File: src/rtl/mips_multicycle_ctrl_pkg.sv
// mips_multicycle_ctrl_pkg: FSM states, instruction classes, opcode/funct, ALU and mux encodings
package mips_multicycle_ctrl_pkg;
  typedef enum logic [2:0] {S_FETCH, S_DECODE, S_EXEC, S_MEM, S_WB, S_HALT} state_e;
  typedef enum logic [3:0] {C_ILL, C_RALU, C_IALU, C_LOAD, C_STORE, C_BRANCH, C_J, C_JAL, C_JR, C_JALR} cls_e;
  localparam logic [5:0] OP_R = 6'h00, OP_J = 6'h02, OP_JAL = 6'h03, OP_BEQ = 6'h04, OP_BNE = 6'h05,
    OP_BLEZ = 6'h06, OP_BGTZ = 6'h07, OP_ADDI = 6'h08, OP_ADDIU = 6'h09, OP_SLTI = 6'h0a,
    OP_SLTIU = 6'h0b, OP_ANDI = 6'h0c, OP_ORI = 6'h0d, OP_XORI = 6'h0e, OP_LUI = 6'h0f,
    OP_LB = 6'h20, OP_LW = 6'h23, OP_LBU = 6'h24, OP_SB = 6'h28, OP_SW = 6'h2b;
  localparam logic [5:0] FN_SLL = 6'h00, FN_SRL = 6'h02, FN_SRA = 6'h03, FN_SLLV = 6'h04,
    FN_SRLV = 6'h06, FN_SRAV = 6'h07, FN_JR = 6'h08, FN_JALR = 6'h09, FN_ADD = 6'h20,
    FN_ADDU = 6'h21, FN_SUB = 6'h22, FN_SUBU = 6'h23, FN_AND = 6'h24, FN_OR = 6'h25,
    FN_XOR = 6'h26, FN_NOR = 6'h27, FN_SLT = 6'h2a, FN_SLTU = 6'h2b;
  localparam logic [3:0] ALU_ADD = 4'd0, ALU_SUB = 4'd1, ALU_AND = 4'd2, ALU_OR = 4'd3,
    ALU_XOR = 4'd4, ALU_NOR = 4'd5, ALU_SLT = 4'd6, ALU_SLTU = 4'd7, ALU_SLL = 4'd8,
    ALU_SRL = 4'd9, ALU_SRA = 4'd10, ALU_LUI = 4'd11;
  localparam logic [1:0] PC_ALU = 2'd0, PC_ALUOUT = 2'd1, PC_JUMP = 2'd2, PC_RS = 2'd3;
  localparam logic [1:0] RD_RT = 2'd0, RD_RD = 2'd1, RD_R31 = 2'd2;
  localparam logic [1:0] MR_ALU = 2'd0, MR_MDR = 2'd1, MR_PC = 2'd2;
  localparam logic [1:0] SB_RT = 2'd0, SB_FOUR = 2'd1, SB_IMM = 2'd2, SB_IMM_SH = 2'd3;
  localparam logic [1:0] ERR_NONE = 2'd0, ERR_ILLEGAL = 2'd1, ERR_TIMEOUT = 2'd2;
endpackage

File: src/rtl/mips_multicycle_ctrl_decode.sv
// mips_multicycle_ctrl_decode: combinational opcode/funct decode into class and ALU controls
module mips_multicycle_ctrl_decode
  import mips_multicycle_ctrl_pkg::*;
#(
  parameter bit HAS_BYTE = 1'b1
) (
  input  logic [31:0] ins_i,
  output cls_e        cls_o,
  output logic [3:0]  alu_ctr_o,
  output logic        ext_op_o,
  output logic        useshamt_o,
  output logic        byte_o,
  output logic        sig_ctr_o,
  output logic        legal_o
);
  logic [5:0] op, fn;
  logic unused_ins;
  assign op = ins_i[31:26];
  assign fn = ins_i[5:0];
  assign unused_ins = ^ins_i[25:6];
  assign legal_o = cls_o != C_ILL;
  always_comb begin
    cls_o = C_ILL;
    alu_ctr_o = ALU_ADD;
    ext_op_o = 1'b1;
    useshamt_o = 1'b0;
    byte_o = 1'b0;
    sig_ctr_o = 1'b0;
    case (op)
      OP_R: begin
        cls_o = C_RALU;
        case (fn)
          FN_SLL: begin alu_ctr_o = ALU_SLL; useshamt_o = 1'b1; end
          FN_SRL: begin alu_ctr_o = ALU_SRL; useshamt_o = 1'b1; end
          FN_SRA: begin alu_ctr_o = ALU_SRA; useshamt_o = 1'b1; end
          FN_SLLV: alu_ctr_o = ALU_SLL;
          FN_SRLV: alu_ctr_o = ALU_SRL;
          FN_SRAV: alu_ctr_o = ALU_SRA;
          FN_JR: cls_o = C_JR;
          FN_JALR: cls_o = C_JALR;
          FN_ADD, FN_ADDU: alu_ctr_o = ALU_ADD;
          FN_SUB, FN_SUBU: alu_ctr_o = ALU_SUB;
          FN_AND: alu_ctr_o = ALU_AND;
          FN_OR: alu_ctr_o = ALU_OR;
          FN_XOR: alu_ctr_o = ALU_XOR;
          FN_NOR: alu_ctr_o = ALU_NOR;
          FN_SLT: alu_ctr_o = ALU_SLT;
          FN_SLTU: alu_ctr_o = ALU_SLTU;
          default: cls_o = C_ILL;
        endcase
      end
      OP_J: cls_o = C_J;
      OP_JAL: cls_o = C_JAL;
      OP_BEQ, OP_BNE, OP_BLEZ, OP_BGTZ: begin cls_o = C_BRANCH; alu_ctr_o = ALU_SUB; end
      OP_ADDI, OP_ADDIU: cls_o = C_IALU;
      OP_SLTI: begin cls_o = C_IALU; alu_ctr_o = ALU_SLT; end
      OP_SLTIU: begin cls_o = C_IALU; alu_ctr_o = ALU_SLTU; end
      OP_ANDI: begin cls_o = C_IALU; alu_ctr_o = ALU_AND; ext_op_o = 1'b0; end
      OP_ORI: begin cls_o = C_IALU; alu_ctr_o = ALU_OR; ext_op_o = 1'b0; end
      OP_XORI: begin cls_o = C_IALU; alu_ctr_o = ALU_XOR; ext_op_o = 1'b0; end
      OP_LUI: begin cls_o = C_IALU; alu_ctr_o = ALU_LUI; ext_op_o = 1'b0; end
      OP_LW: cls_o = C_LOAD;
      OP_SW: cls_o = C_STORE;
      OP_LB: begin
        if (HAS_BYTE) cls_o = C_LOAD;
        byte_o = 1'b1;
        sig_ctr_o = 1'b1;
      end
      OP_LBU: begin
        if (HAS_BYTE) cls_o = C_LOAD;
        byte_o = 1'b1;
      end
      OP_SB: begin
        if (HAS_BYTE) cls_o = C_STORE;
        byte_o = 1'b1;
      end
      default: cls_o = C_ILL;
    endcase
  end
endmodule

File: src/rtl/mips_multicycle_ctrl.sv
// mips_multicycle_ctrl: multi-cycle MIPS control FSM with memory wait timeout and sticky error
module mips_multicycle_ctrl
  import mips_multicycle_ctrl_pkg::*;
#(
  parameter int ALUCTR_W    = 4,
  parameter int MEM_TIMEOUT = 16,
  parameter bit HAS_BYTE    = 1'b1
) (
  input  logic                clk_i,
  input  logic                rst_ni,
  input  logic [31:0]         ins_i,
  input  logic                zero_i,
  input  logic                negative_i,
  input  logic                mem_ready_i,
  output logic                mem_req_o,
  output logic                mem_wr_o,
  output logic                byte_o,
  output logic                sig_ctr_o,
  output logic                iord_o,
  output logic                ir_wr_o,
  output logic                pc_wr_o,
  output logic [1:0]          pc_src_o,
  output logic                reg_wr_o,
  output logic [1:0]          reg_dst_o,
  output logic [1:0]          mem_to_reg_o,
  output logic                alu_src_a_o,
  output logic [1:0]          alu_src_b_o,
  output logic                ext_op_o,
  output logic                useshamt_o,
  output logic [ALUCTR_W-1:0] alu_ctr_o,
  output logic                retire_o,
  output logic                halted_o,
  output logic [1:0]          err_code_o
);
  localparam int CNT_W = $clog2(MEM_TIMEOUT + 1);
  state_e state_q, state_d;
  logic [CNT_W-1:0] cnt_q, cnt_d;
  logic [1:0] err_q, err_d;
  cls_e cls;
  logic [3:0] dec_alu;
  logic dec_ext, dec_sh, dec_byte, dec_sig, legal;
  logic jump, reg_jump, link, mem_op, imm_op, taken;
  mips_multicycle_ctrl_decode #(.HAS_BYTE(HAS_BYTE)) u_dec (
    .ins_i(ins_i), .cls_o(cls), .alu_ctr_o(dec_alu), .ext_op_o(dec_ext), .useshamt_o(dec_sh),
    .byte_o(dec_byte), .sig_ctr_o(dec_sig), .legal_o(legal)
  );
  assign reg_jump = cls == C_JR || cls == C_JALR;
  assign link = cls == C_JAL || cls == C_JALR;
  assign jump = reg_jump || cls == C_J || cls == C_JAL;
  assign mem_op = cls == C_LOAD || cls == C_STORE;
  assign imm_op = mem_op || cls == C_IALU;
  // opcode bits [27:26] select beq/bne/blez/bgtz; bit 26 inverts the condition
  assign taken = ins_i[26] ^ (ins_i[27] ? (zero_i | negative_i) : zero_i);
  assign err_code_o = rst_ni ? err_q : ERR_NONE;
  always_comb begin
    state_d = state_q;
    cnt_d = '0;
    err_d = err_q;
    mem_req_o = 1'b0;
    mem_wr_o = 1'b0;
    byte_o = 1'b0;
    sig_ctr_o = 1'b0;
    iord_o = 1'b0;
    ir_wr_o = 1'b0;
    pc_wr_o = 1'b0;
    pc_src_o = PC_ALU;
    reg_wr_o = 1'b0;
    reg_dst_o = RD_RT;
    mem_to_reg_o = MR_ALU;
    alu_src_a_o = 1'b0;
    alu_src_b_o = SB_RT;
    ext_op_o = 1'b0;
    useshamt_o = 1'b0;
    alu_ctr_o = '0;
    retire_o = 1'b0;
    halted_o = 1'b0;
    if (rst_ni) begin
      case (state_q)
        S_FETCH: begin
          mem_req_o = 1'b1;
          alu_src_b_o = SB_FOUR;
          ir_wr_o = mem_ready_i;
          pc_wr_o = mem_ready_i;
          if (mem_ready_i) state_d = S_DECODE;
        end
        S_DECODE: begin
          alu_src_b_o = SB_IMM_SH;
          ext_op_o = 1'b1;
          if (!legal) begin
            err_d = ERR_ILLEGAL;
            state_d = S_HALT;
          end else if (jump) begin
            pc_wr_o = 1'b1;
            retire_o = 1'b1;
            pc_src_o = reg_jump ? PC_RS : PC_JUMP;
            reg_wr_o = link;
            reg_dst_o = cls == C_JAL ? RD_R31 : cls == C_JALR ? RD_RD : RD_RT;
            mem_to_reg_o = link ? MR_PC : MR_ALU;
            state_d = S_FETCH;
          end else state_d = S_EXEC;
        end
        S_EXEC: begin
          alu_src_a_o = 1'b1;
          alu_src_b_o = imm_op ? SB_IMM : SB_RT;
          ext_op_o = imm_op & dec_ext;
          useshamt_o = dec_sh;
          alu_ctr_o = ALUCTR_W'(dec_alu);
          if (cls == C_BRANCH) begin
            pc_wr_o = taken;
            pc_src_o = PC_ALUOUT;
            retire_o = 1'b1;
            state_d = S_FETCH;
          end else if (mem_op) state_d = S_MEM;
          else state_d = S_WB;
        end
        S_MEM: begin
          mem_req_o = 1'b1;
          iord_o = 1'b1;
          mem_wr_o = cls == C_STORE;
          byte_o = dec_byte;
          sig_ctr_o = dec_sig;
          if (mem_ready_i && cls == C_STORE) begin
            retire_o = 1'b1;
            state_d = S_FETCH;
          end else if (mem_ready_i) state_d = S_WB;
        end
        S_WB: begin
          reg_wr_o = 1'b1;
          retire_o = 1'b1;
          reg_dst_o = cls == C_RALU ? RD_RD : RD_RT;
          mem_to_reg_o = cls == C_LOAD ? MR_MDR : MR_ALU;
          state_d = S_FETCH;
        end
        S_HALT: halted_o = 1'b1;
        default: state_d = S_FETCH;
      endcase
      if (mem_req_o && !mem_ready_i) begin
        cnt_d = cnt_q + 1'b1;
        if (cnt_q == CNT_W'(MEM_TIMEOUT - 1)) begin
          err_d = ERR_TIMEOUT;
          state_d = S_HALT;
        end
      end
    end
  end
  always_ff @(posedge clk_i) begin
    if (!rst_ni) begin
      state_q <= S_FETCH;
      cnt_q <= '0;
      err_q <= ERR_NONE;
    end else begin
      state_q <= state_d;
      cnt_q <= cnt_d;
      err_q <= err_d;
    end
  end
endmodule

File: config.mk
export PLATFORM = sky130hd
export DESIGN_NAME = mips_multicycle_ctrl
export DESIGN_NICKNAME = d
export VERILOG_FILES = /design/src/rtl/mips_multicycle_ctrl_pkg.sv /design/src/rtl/mips_multicycle_ctrl_decode.sv /design/src/rtl/mips_multicycle_ctrl.sv
export SDC_FILE = /design/constraint.sdc
export NUM_CORES = 1
export LEC_CHECK = 0
export ABC_AREA = 1
export ABC_CLOCK_PERIOD_IN_PS = 4440
export BUFFER_PORTS_ARGS = -buffer_cell sky130_fd_sc_hd__buf_2
export CAP_MARGIN = 10
export CORE_MARGIN = 2
export CORE_UTILIZATION = 30
export DETAILED_ROUTE_END_ITERATION = 8
export REMOVE_ABC_BUFFERS = 1
export SYNTH_ARGS = -nofsm -noshare
export SYNTH_HDL_FRONTEND = slang
export SYNTH_SLANG_ARGS = --single-unit
File: constraint.sdc
create_clock -name clk_i -period 4.44 [get_ports clk_i]
set_input_delay 0.888 -clock clk_i [delete_from_list [all_inputs] [get_ports clk_i]]
set_output_delay 0.888 -clock clk_i [all_outputs]
set_load 0.05 [all_outputs]
==> impl_metrics.env, run 1 <==
export IMPL_die_x_microns=67.5
export IMPL_setup_tns_ns=0
export IMPL_final_nets=304
export IMPL_timing_fmax_ghz=0.306
export IMPL_wl_microns=3260
export IMPL_avgRoutedWirePerCell_microns=10.4
export IMPL_synthTopCellsByArea="dfxtp_1, nor2_1, inv_1"
export IMPL_leakagePower_nw=0.817
export IMPL_synth_top_area_frac=0.166
export IMPL_report_final_slew_viol_count=0
export IMPL_setup_viol=0
export IMPL_path_cells="buf_2 -> nor2_4 -> nand3_1 -> nor2_2 -> inv_2 -> nand2_1 -> nand2_1 -> a31oi_1 -> buf_2"
export IMPL_yosys_warnings=0
export IMPL_rsz0062_at_grt="false"
export IMPL_synth_cells=220
export IMPL_numCtsBuffers=3
export IMPL_p_int_w=0.000193
export IMPL_hold_viol=0
export IMPL_outcome="finished, final reports clean"
export IMPL_p_switching_w=0.000138
export IMPL_grt_pass1_vias=1219
export IMPL_cap_violations=0
export IMPL_yosysTopAreaCell="dfxtp_1"
export IMPL_remaining_drc_errors=0
export IMPL_syn_area_per_cell_sq_um=5.49
export IMPL_clock_path_buffers=2
export IMPL_p_per_area_nw_per_um2=220
export IMPL_coreArea_sq_um=3940
export IMPL_end_kind="output port"
export IMPL_worst_clock_skew_ns=0.00451
export IMPL_cpPeakStageDelay_ns=0.29
export IMPL_htreeDepth=1
export IMPL_slowest_stage="buf_2"
export IMPL_cp_required_ns=3.55
export IMPL_clock_sinks=10
export IMPL_yosysMostFrequentCell="nor2_1"
export IMPL_cts_resized=0
export IMPL_comb_power_share=0.418
export IMPL_crit_family="simple AND/OR/NAND/NOR gates"
export IMPL_synthesis_area_sq_um=1210
export IMPL_ys_flop_type="dfxtp_1"
export IMPL_antenna_found_initial=0
export IMPL_synth_edf_count=0
export IMPL_setup_slack_ns=1.17
export IMPL_crit_buf_inv=3
export IMPL_fp_dieH_microns=67.5
export IMPL_p_clk_frac=0.275
export IMPL_ctsHoldBuffers=0
export IMPL_slew_headroom=0.773
export IMPL_grt_pass1_wl_microns=5250
export IMPL_critPathMaxFanout=10
export IMPL_pin_count=64
export IMPL_rrSetupSlack_ns=3.08
export IMPL_hold_path_class="reg -> reg"
export IMPL_crit_type="in -> out"
export IMPL_cp_data_arrival_time_ns=2.38
export IMPL_num_rows=23
export IMPL_diodes=0
export IMPL_vias_per_cell=4.69
export IMPL_crit_path_start_kind="input port"
export IMPL_power_share_sequential=0.307
export IMPL_vias=1467
export IMPL_drive_above_1_share=0.266
export IMPL_syn2layout_area_growth_pct=24.7
export IMPL_pre_cts_slack_ns=1.19
export IMPL_insertion_delay_ns=0.23
export IMPL_cts_setup_buffers=0
export IMPL_synth_cell_types=31
export IMPL_grt_start_max_net_pins=12
export IMPL_grt_overflow_total=0
export IMPL_ys_seq_elements=10
export IMPL_synth_common_cells="nor2_1, inv_1, nand2_1, nand3_1, a21oi_1"
export IMPL_final_antenna_net_count=0
export IMPL_initial_core_util=0.307
export IMPL_max_vdd_ir_drop_uv=132
export IMPL_dpl_cell_area_sq_um=1470
export IMPL_min_period_ns=3.27
export IMPL_post_route_period_util=0.736
export IMPL_tightest_slew_ns=0.339
export IMPL_yosysSeqAreaShare=0.166
export IMPL_clk_pin_slew_ns=0.04
export IMPL_die_area_sq_um=4550
export IMPL_final_area_sq_um=1510
export IMPL_place_hpwl_microns=2770
export IMPL_p_sw_frac=0.417
export IMPL_async_flop_share=0
export IMPL_gp_congestion=0.824
export IMPL_root_buffer="clkbuf_8"
export IMPL_firstDrtPassIters=4
export IMPL_grt_use_total=0.148
export IMPL_drtIter0Drc=56
export IMPL_power_w=0.000331
export IMPL_cts_tree="built"
export IMPL_io_buffers=43
## through the flow
stage               hold slack (ns)  cells  utilization
global route                  0.466    313        0.382
finish                        0.448    313        0.382
floorplan                     0.418    217            -
CTS                           0.450    313        0.382
detailed placement            0.443    310        0.372
global placement              0.432    310        0.372
## metal layers
metal	global-route usage	share of wire	wire (microns)	vias to the layer above
met5	0	0	0	-
met2	0.219	0.44	1430	39
met4	0.0153	0	0	0
met3	0.0300	0.049	159	0
li1	-	-	-	784
met1	0.225	0.51	1670	644
## state kept, by name, summed over array words and instances, names as in the netlist
register	cells
cnt_q	5
err_q	2
state_q	3
## final cells by class
type	instances	area, sq um
timing repair buffer	43	215
fill	466	2430
sequential	10	200
inverter	47	176
clock buffer	3	41.3
multi-input combinational	160	812
tap	50	62.6
## power groups by stage
stage	Combinational, W	Sequential [W]	Clock, W
after detailed placement	0.000139	0.000104	0
final	0.000138	0.000102	0.0000912
after CTS	0.000139	0.000102	0.0000947
after global routing	0.000155	0.000103	0.000101
after floorplan	0.000102	0.000103	0
after global placement	0.000138	0.000103	0
## cell usage in the layout, fill, tap and decap left out
cell	Yosys	layout
nor2_2	6	6
nor4_1	3	3
nand3_2	1	1
dfxtp_1	10	10
nand2_1	38	38
o21ai_1	4	4
nand4_1	1	1
nand2_2	1	1
o21ai_2	1	1
nor2_1	42	42
a32oi_1	1	1
inv_1	38	38
o211ai_1	2	2
nor2_4	4	4
nor3_1	5	5
o221ai_1	1	1
clkinv_1	1	1
nor3b_1	1	1
nand3_1	20	20
nand4_2	1	1
clkbuf_8	0	3
buf_2	1	43
o21a_1	3	3
nor3_2	2	2
a21oi_1	14	14
inv_2	8	8
o21ai_0	4	4
xor2_1	2	2
ha_1	2	2
a31oi_1	1	1
## path summary, 6_finish.rpt
| check | startpoint | to | cells after the start |
|---|---|---|---|
| max | ins_i[31] | retire_o | 9 |
| max reg2reg | state_q[2] | cnt_q[2] | 7 |
| min reg2reg | cnt_q[0] | cnt_q[0] | 1 |
| min | cnt_q[0] | cnt_q[0] | 1 |
## cell families (layout without fill, tap and decap cells)
logic type,after synthesis,count (layout),synth area share
buffers and inverters,50,93,0.163
DFF,10,10,0.166
AOI/OAI and AO/OA,31,31,0.149
adders and majority gates,2,2,0.0207
xor gates and xnor gates,2,2,0.0145
and+or+nand+nor,125,125,0.488
Power figures use the tool's default switching activity.
==> inputs of run 2 (changes only) <==
--- a/config.mk
+++ b/config.mk
@@ -6,7 +6,7 @@
 export NUM_CORES = 1
 export LEC_CHECK = 0
 export ABC_AREA = 1
-export ABC_CLOCK_PERIOD_IN_PS = 4440
+export ABC_CLOCK_PERIOD_IN_PS = 2800
 export BUFFER_PORTS_ARGS = -buffer_cell sky130_fd_sc_hd__buf_2
 export CAP_MARGIN = 10
 export CORE_MARGIN = 2
==> constraint.sdc (replaced) <==
create_clock -name clk_i -period 2.8 [get_ports clk_i]
set_input_delay 0.56 -clock clk_i [delete_from_list [all_inputs] [get_ports clk_i]]
set_output_delay 0.56 -clock clk_i [all_outputs]
set_load 0.05 [all_outputs]
==> run 2 against run 1 <==
Net effect: clock-buffer cell count did not move; sequential share of layout area is 0.13 points lower; largest power group unchanged; worst setup slack got worse by 1.0 ns; clock power grew 63%; via count increased by 0.27%; critical path type unchanged; highest routed layer is now met4; wire length shrank 1.0%; die area is the same.
==> impl_metrics.env, run 2 (synthesis results as in run 1) <==
export IMPL_place_hpwl_microns=2740
export IMPL_htreeDepth=1
export IMPL_cts_resized=0
export IMPL_die_x_microns=67.5
export IMPL_report_final_slew_viol_count=0
export IMPL_top_register="cnt_q"
export IMPL_hold_viol=0
export IMPL_grt_overflow_total=0
export IMPL_multiInputGateArea_sq_um=812
export IMPL_avgRoutedWirePerCell_microns=10.2
export IMPL_cp_required_ns=2.24
export IMPL_insertion_delay_ns=0.24
export IMPL_p_per_area_nw_per_um2=349
export IMPL_clock_sinks=10
export IMPL_critPathMaxFanout=10
export IMPL_drtIter0Drc=92
export IMPL_holdCritStartpoint="cnt_q[0]"
export IMPL_num_rows=23
export IMPL_fillers=462
export IMPL_antenna_found_initial=0
export IMPL_outcome="finished, final reports clean"
export IMPL_rsz0062_at_grt="false"
export IMPL_r2r_end="cnt_q[2]"
export IMPL_min_delay_path_depth=1
export IMPL_io_buffers=43
export IMPL_crit_type="in -> out"
export IMPL_pin_count=64
export IMPL_max_vdd_ir_drop_uv=269
export IMPL_grt_start_max_net_pins=11
export IMPL_whs_ns=0.440
export IMPL_setup_viol=0
export IMPL_firstDrtPassIters=4
export IMPL_worst_clock_skew_ns=0.00461
export IMPL_rrSetupSlack_ns=1.41
export IMPL_slew_headroom=0.800
export IMPL_vias=1471
export IMPL_clock_path_buffers=2
export IMPL_post_route_period_util=0.940
export IMPL_final_antenna_net_count=0
export IMPL_grt_pass1_wl_microns=5220
export IMPL_ff2ff_path_depth=8
export IMPL_root_buffer="clkbuf_8"
export IMPL_reg_top3="cnt_q: 5 flops, state_q: 3 flops, err_q: 2 flops"
export IMPL_seq_area_sq_um=200
export IMPL_die_area_sq_um=4550
export IMPL_leakagePower_nw=0.827
export IMPL_coreArea_sq_um=3940
export IMPL_gp_congestion=0.831
export IMPL_ctsHoldBuffers=0
export IMPL_cp_data_arrival_time_ns=2.07
export IMPL_largest_reg_flops=5
export IMPL_timing_fmax_ghz=0.380
export IMPL_remaining_drc_errors=0
export IMPL_final_nets=306
export IMPL_clk_pin_slew_ns=0.04
export IMPL_setup_tns_ns=0
export IMPL_vias_per_cell=4.67
export IMPL_diodes=0
export IMPL_crit_path_start_kind="input port"
export IMPL_mostFrequentLayoutCell="buf_2"
export IMPL_cap_violations=0
export IMPL_cpPeakStageDelay_ns=0.29
export IMPL_initial_core_util=0.307
export IMPL_wl_microns=3230
export IMPL_cts_setup_buffers=0
export IMPL_hold_path_class="reg -> reg"
export IMPL_end_kind="output port"
export IMPL_hold_end="cnt_q[0]"
export IMPL_fp_dieH_microns=67.5
export IMPL_slowest_stage="buf_2"
export IMPL_syn2layout_area_growth_pct=26.0
export IMPL_tightest_slew_ns=0.297
export IMPL_mostFrequentLayoutCells="buf_2, nor2_1, inv_1, nand2_1, nand3_1"
export IMPL_grt_pass1_vias=1240
export IMPL_reg2reg_from="state_q[0]"
export IMPL_cts_tree="built"
export IMPL_path_cells="buf_2 -> nor2_4 -> nand3_1 -> nor2_2 -> inv_2 -> nand2_1 -> nand2_1 -> a31oi_1 -> buf_2"
export IMPL_grt_use_total=0.146
export IMPL_numCtsBuffers=3
export IMPL_min_period_ns=2.63
export IMPL_drive_above_1_share=0.272
-- run 2: where the power goes --
part,internal [W],switching (W),leakage (nW)
combinational,0.0000622,0.000160,0.724
clock,0.0000940,0.0000546,0.0216
sequential,0.000152,0.00000904,0.0813
total,0.000309,0.000223,0.827
-- run 2: layer usage --
metal,GRT usage,vias to the layer above,wire length [microns]
li1,-,791,-
met1,0.212,640,1640
met2,0.225,37,1400
met3,0.0350,3,169
met4,0.0153,0,10
met5,0,-,0
-- run 2: how the worst max path moves through the flow --
stage / slack (ns) / cells after the start / endpoint / from
after global routing: 0.05 / 9 / retire_o / ins_i[31]
after CTS: 0.18 / 9 / retire_o / ins_i[31]
after global placement: 0.18 / 9 / retire_o / ins_i[31]
final: 0.17 / 9 / retire_o / ins_i[31]
after floorplan: -0.77 / 4 / sig_ctr_o / rst_ni
after detailed placement: 0.20 / 9 / retire_o / ins_i[31]
-- run 2: critical path: cells and delay by family --
family / cells / cell delay [ns]
AO/OA/AOI/OAI: 1 / 0.21
AND/OR/NAND/NOR: 5 / 0.83
buffers and inverters: 3 / 0.46
-- run 2: final cells by class --
type | count | share of cell area
multi-input cells | 160 | 0.533
repair buffers | 45 | 0.151
flip-flops and latches | 10 | 0.131
inverters | 47 | 0.116
well taps | 50 | 0.0411
clock buffers | 3 | 0.0271
-- run 2: per-stage QoR --
stage	total power [W]	instance area (sq um)	std cells	setup slack, ns	util
floorplan	0.000324	1190	217	-0.773	-
global placement	0.000385	1480	312	0.179	0.376
detailed placement	0.000386	1480	312	0.198	0.376
CTS	0.000537	1520	315	0.185	0.386
global route	0.000575	1520	315	0.0514	0.386
finish	0.000532	1520	315	0.169	0.386
